--- config.mk ---
export PLATFORM = sky130hd
export DESIGN_NAME = decode_scan
export DESIGN_NICKNAME = d
export VERILOG_FILES = /design/src/rtl/decode_scan.sv
export SDC_FILE = /design/constraint.sdc
export NUM_CORES = 1
export LEC_CHECK = 0
export CAP_MARGIN = 20
export CORE_MARGIN = 3
export CORE_UTILIZATION = 30
export CTS_CLUSTER_DIAMETER = 120
export DETAILED_ROUTE_END_ITERATION = 8
export MAX_ROUTING_LAYER = met4
export PLACE_DENSITY_LB_ADDON = 0.3
export SLEW_MARGIN = 20
export SYNTH_ARGS = -nofsm -noshare
export SYNTH_HDL_FRONTEND = slang
export SYNTH_SLANG_ARGS = --single-unit
--- constraint.sdc ---
create_clock -name clk -period 3.3 [get_ports clk]
set_input_delay 0.66 -clock clk [delete_from_list [all_inputs] [get_ports clk]]
set_output_delay 0.66 -clock clk [all_outputs]
set_load 0.05 [all_outputs]
--- src/rtl/decode_scan.sv ---
// rtl/decode_scan.sv - registered W-to-2^W one-hot decoder with direct and dwell-timed scan modes
//
// Purpose:
//   Drives one of N = 2^W channel strobes. In direct mode the active channel
//   follows sel one cycle later. In scan mode the active channel starts at sel
//   and advances through every channel, holding each for DWELL cycles, and
//   pulses wrap when the index rolls over from N-1 to 0.
//
// Parameters:
//   W      select width (>= 1); N = 2^W outputs
//   DWELL  cycles per channel in scan mode (>= 1)
//
// Ports:
//   clk    in   1  rising-edge clock
//   rst_n  in   1  asynchronous active-low reset
//   en     in   1  block enable; 0 forces all outputs inactive
//   mode   in   1  0 = direct decode, 1 = scan
//   sel    in   W  direct channel index / scan start index
//   out    out  N  registered channel strobe
//   idx    out  W  registered channel index
//   wrap   out  1  one-cycle pulse on scan rollover N-1 -> 0
//
// Configuration:
//   DECODE_SCAN_ACTIVE_LOW_EN  when defined, out is one-cold (inactive = 1,
//                              active channel = 0); idle/reset value all-ones.

module decode_scan #(
    parameter int W     = 2,
    parameter int DWELL = 4
) (
    input  logic                clk,
    input  logic                rst_n,
    input  logic                en,
    input  logic                mode,
    input  logic [W-1:0]        sel,
    output logic [(1<<W)-1:0]   out,
    output logic [W-1:0]        idx,
    output logic                wrap
);

    localparam int N  = 1 << W;
    localparam int CW = (DWELL > 1) ? $clog2(DWELL) : 1;

    localparam logic [1:0] ST_IDLE   = 2'd0;
    localparam logic [1:0] ST_DIRECT = 2'd1;
    localparam logic [1:0] ST_SCAN   = 2'd2;

`ifdef DECODE_SCAN_ACTIVE_LOW_EN
    localparam logic [N-1:0] OUT_OFF = {N{1'b1}};
`else
    localparam logic [N-1:0] OUT_OFF = {N{1'b0}};
`endif

    localparam logic [CW-1:0] CNT_LAST = CW'(DWELL - 1);
    localparam logic [W-1:0]  IDX_LAST = W'(N - 1);

    logic [1:0]    state_q, state_d;
    logic [W-1:0]  idx_q, idx_d;
    logic [CW-1:0] cnt_q, cnt_d;
    logic [N-1:0]  out_q, out_d;
    logic          wrap_q, wrap_d;

    // One-hot of the index, XORed with the idle pattern so the same
    // expression yields one-cold when the active-low build is selected.
    function automatic logic [N-1:0] strobe(input logic [W-1:0] i);
        logic [N-1:0] r;
        r    = '0;
        r[i] = 1'b1;
        return r ^ OUT_OFF;
    endfunction

    always_comb begin
        state_d = state_q;
        idx_d   = idx_q;
        cnt_d   = '0;
        out_d   = OUT_OFF;
        wrap_d  = 1'b0;

        if (!en) begin
            state_d = ST_IDLE;
        end else if (!mode) begin
            state_d = ST_DIRECT;
            idx_d   = sel;
            out_d   = strobe(sel);
        end else begin
            state_d = ST_SCAN;
            if (state_q != ST_SCAN) begin
                // Entry always reloads from sel and restarts the dwell.
                idx_d = sel;
            end else if (cnt_q == CNT_LAST) begin
                idx_d  = idx_q + W'(1);
                wrap_d = (idx_q == IDX_LAST);
            end else begin
                cnt_d = cnt_q + CW'(1);
            end
            out_d = strobe(idx_d);
        end
    end

    always_ff @(posedge clk or negedge rst_n) begin
        if (!rst_n) begin
            state_q <= ST_IDLE;
            idx_q   <= '0;
            cnt_q   <= '0;
            out_q   <= OUT_OFF;
            wrap_q  <= 1'b0;
        end else begin
            state_q <= state_d;
            idx_q   <= idx_d;
            cnt_q   <= cnt_d;
            out_q   <= out_d;
            wrap_q  <= wrap_d;
        end
    end

    assign out  = out_q;
    assign idx  = idx_q;
    assign wrap = wrap_q;

endmodule
# Word-level counts from Yosys, hierarchy flattened
# Cells that the tools add are included.
# op_classes
n_reduce_logical,2
div,0
mux,21
eq_ne,3
bitwise,0
shift,0
magnitude_cmp,4
addsub,2
multipliers,0
# op_table
operator,count
2-to-1 mux 2 bit,11
2-to-1 mux 4 bit,2
less-than comparator 2 x 3 -> 1 bit (second input constant),2
2-to-1 mux 1 bit,6
adder 2 x 1 -> 2 bit (second input constant),2
demux 1 bit (select 2 bit),2
== test 2 bit (second input constant),2
>= comparator 2 x 1 -> 1 bit (second input constant),2
logical AND 1 bit,2
!= test 2 bit (second input constant),1
# totals
regBits,11
mem_bits_rw,0
n_memories,0
out_inout_bits,7
in_bits,6
rom_bits,0
elab_cells,37
latch_bits,0

# Longest topological paths before layout
# Gate-level depths: netlist of run 1.
# depth
word_depth,11
depth_mapped,4
ltp_nobuf,4

# Worst setup path after synthesis of run 1
# Ideal clock, no wire load.
# synth_timing
kind,register to register
start,"register idx_q[0], in the netlist idx[0]"
end,"register idx_q[1], in the netlist idx[1]"
setup_time_ns,0.121
period_less_slack_ns,1.601
stages_incl_launch_ff,5
arrival_ns,1.479
path_buffers,0
path_slack_ns,1.699
required_ns,3.179
path_cell_list,dfrtp_1 > ha_1 > mux2_2 > a21oi_1 > nand2_1
# synth_between
elab_chain_cells,6
# synth_lines
item,line,text
start: declaration,58,"logic [W-1:0] idx_q, idx_d;"
start signal: assignment,109,idx_q <= idx_d;
adder 2 x 1 -> 2 bit,91,idx_d = idx_q + W'(1);
2-to-1 mux 2 bit,90,end else if (cnt_q == CNT_LAST) begin
2-to-1 mux 2 bit,87,if (state_q != ST_SCAN) begin
2-to-1 mux 2 bit,81,end else if (!mode) begin
2-to-1 mux 2 bit,79,if (!en) begin
2-to-1 mux 2 bit,81,
# No other way between the ends. The select of a mux whose other input is x is not followed.
# A chain may end at the register's enable or synchronous reset.

# Worst setup path in the final report of run 1
# layout_timing
start,"register idx_q[0], in the netlist idx[0]"
end,output port idx[0]
# layout_rtl
item,line,text
end: declaration,37,"output logic [W-1:0] idx,"
# No word-level cell between the ends.

==> impl_metrics.toml, run 1 <==
[placed_design]
dp_hpwl_um = 663.2
place_area_um2 = 653.1
portBuffers = 12
dp_cells = 70
gp_congestion = 0.7444
place_ws_ps = 1358

[global_route]
grt_pass1_wl_um = 1421
grt_start_max_net_pins = 12
grt_pass1_vias = 323
grt_use_total_pct = 10.04
antenna_found_initial = 0
grt_overflow = 0

[timing]
finalMaxSlewViolations = 0
skew_ps = 0.4715
slew-limit-headroom_pct = 66.64
finalCriticalPeriod_ps = 2236
hold_viol = 0
finalSetupTns_ps = 0
setup_viol = 0
worst_slack_ps = 1064
fin_crit_sh_pct = 67.76
rsz0062_at_grt = "no"
maxClockFrequency_mhz = 447.2
worst_pin_slew_ps = 498.9

[route]
detail_route.wl_per_cell_um = 11.59
wirelength_um = 858
drc_errors = 0
ant_nets = 0
vias = 357
drtPass1Iterations = 4
via_per_inst = 4.824
drt_iter0_drc = 5

[clock_network]
clock-sinks = 11
clk_pin_slew_ps = 60
cts.repair.resized = 0
post_cts_buffers = 0
cts_buffer_depth = 2
clk_latency_ps = 260
hold_buffers = 0
cts_inserted_buffers = 3
htree_levels = 1
root_buffer = "clkbuf_4"
cts_tree = "done"

[layout]
seqCellArea_um2 = 275.3
drive_above_1_share_pct = 12.07
diodes = 0
fill_cells = 143
fin_nets = 68
instances_no_fill = 74
multi_input_area_um2 = 234.0
fin_area_um2 = 679.4
utilization_pct = 43.58
area_growth_pct = 32.44

[floorplan]
row_count = 14
die_area_um2 = 2242
die_h_um = 47.35
coreArea_um2 = 1559
io_pins = 13
start_util_pct = 32.91
die-width_um = 47.35

[worst_setup_path]
path_cells = "clkdlybuf4s50_1"
crit_buf_inv = 1
max_stage_delay_ps = 850
critPathKind = "register to output port"
cp.depth = 1
critPathTopFamily = "buffers and inverters"
cp_data_required_time_ps = 2640
worstSetupEndpointType = "output port"
cp_max_fo = 6
worst_path_max_delay_cell = "clkdlybuf4s50_1"
critPathLaunchType = "register"
crit_arrival_ps = 1580
rr_worst_depth = 4

[synthesis]
ys_seq_area_share_pct = 53.66
syn_inst = 42
synth-main-ff-cell = "dfrtp_1"
ys_ff_latch = 11
synth.net_count = 51
yosysWarnings = 0
async_flop_share_pct = 100.0
syn_area_per_cell_um2 = 12.21
synth_cell_types = 20
synth_edf_count = 0
syn_area_um2 = 513.0

[power]
ir_worst_vdd_mv = 0.2132
leakage_nw = 0.3140
cellPowerDensity_nw_per_um2 = 432.2

[worst_hold_path]
hold_depth = 1
hp-class = "register to register"

[job]
cap_viol_max_count = 0

[status]
status = "complete, no violations"
[stage by stage]
step | hold slack, ps | power (mW)
3_5_place_dp | 480.3 | 0.2080
4_1_cts | 494.7 | 0.2999
2_1_floorplan | 364.4 | 0.1834
6_report | 486.1 | 0.2936
5_1_grt | 515.2 | 0.3105
3_3_place_gp | 470.1 | 0.2079
[power by group]
part / total (mW) / leakage [nW] / internal (mW) / switching (mW)
registers: 0.147 / 0.145 / 0.141 / 0.00566
logic: 0.0582 / 0.154 / 0.0239 / 0.0343
clock network: 0.0885 / 0.0150 / 0.0468 / 0.0417
total: 0.294 / 0.314 / 0.212 / 0.0816
[path summary, 6_finish.rpt]
check,slack [ps],to,from
min in group asynchronous,720,wrap$_DFF_PN0_,rst_n
worst max register to register,1920,idx[1]$_DFFE_PN0P_,idx[0]$_DFFE_PN0P_
max in group asynchronous,2270,out[1]$_DFF_PN0_,rst_n
worst min register to register,490,cnt_q[0]$_DFF_PN0_,cnt_q[0]$_DFF_PN0_
worst max-delay path,1060,idx[0],idx[0]$_DFFE_PN0P_
worst min-delay path,490,cnt_q[0]$_DFF_PN0_,cnt_q[0]$_DFF_PN0_
[metal layers]
layer  track usage, %  vias to the layer above  wire length (um)
met1            12.59                      159               416
li1                 -                      184                 -
met5                -                        -                 0
met3            6.897                        0                74
met4            3.315                        0                 0
met2            12.57                       14               366
[logic make-up (layout without fill, tap and decap cells)]
kind of cell | after synthesis | count (layout) | share of synthesized area, %
buffers and inverters | 1 | 17 | 0.7310
xor gates and xnor gates | 2 | 2 | 3.415
DFF | 11 | 11 | 53.66
AOI/OAI and AO/OA | 7 | 7 | 8.780
muxes | 3 | 3 | 6.098
and+or+nand+nor | 15 | 15 | 20.00
adders and majority gates | 3 | 3 | 7.318
[cell usage after synthesis, types with 2 or more instances]
master    n  share of area, %
o22ai_1   2               2.4
mux2i_1   2               3.9
nand2_1   5               3.7
o32ai_1   2               3.4
and2_1    2               2.4
a21oi_1   3               2.9
dfrtp_1  11                54
ha_1      3               7.3
[cell usage in the layout (no fill, tap or decap), types with 2 or more instances in the layout]
cell	count
a21oi_1	3
and2_1	2
clkbuf_4	3
clkdlybuf4s50_1	12
dfrtp_1	11
ha_1	3
mux2i_1	2
nand2_1	5
o22ai_1	2
o32ai_1	2
[area by class of cell]
type / instances / area share [%]
Sequential cell: 11 / 40.52
Multi-Input combinational cell: 30 / 34.44
Timing Repair Buffer: 12 / 17.68
Clock buffer: 4 / 3.867
Tap cell: 16 / 2.947
Inverter: 1 / 0.5525
[state kept, by name, indices dropped and copies added, names as in the netlist]
name / flops
cnt_q: 2
idx: 2
out: 4
wrap: 1
state_q: 2
No activity file was read; power rests on OpenSTA's default activity.
==> inputs of run 2 (changes only) <==
==> constraint.sdc (replaced) <==
create_clock -name clk -period 2.1 [get_ports clk]
set_input_delay 0.42 -clock clk [delete_from_list [all_inputs] [get_ports clk]]
set_output_delay 0.42 -clock clk [all_outputs]
set_load 0.05 [all_outputs]
==> results of run 2 <==
The final DEF is identical to that of run 1. Status: complete, no violations.
Main changes from that run: final weighted congestion in routability-driven placement 0.7444 -> 0.7443; setup slack after placement 1358 ps -> 397.6 ps; setup slack after layout 1064 ps -> 104.1 ps; hold slack 486.1 ps -> 477.2 ps; register-to-register setup slack 1920 ps -> 720 ps; total power 0.2936 mW -> 0.4614 mW; worst IR drop on VDD 0.2132 mV -> 0.3350 mV
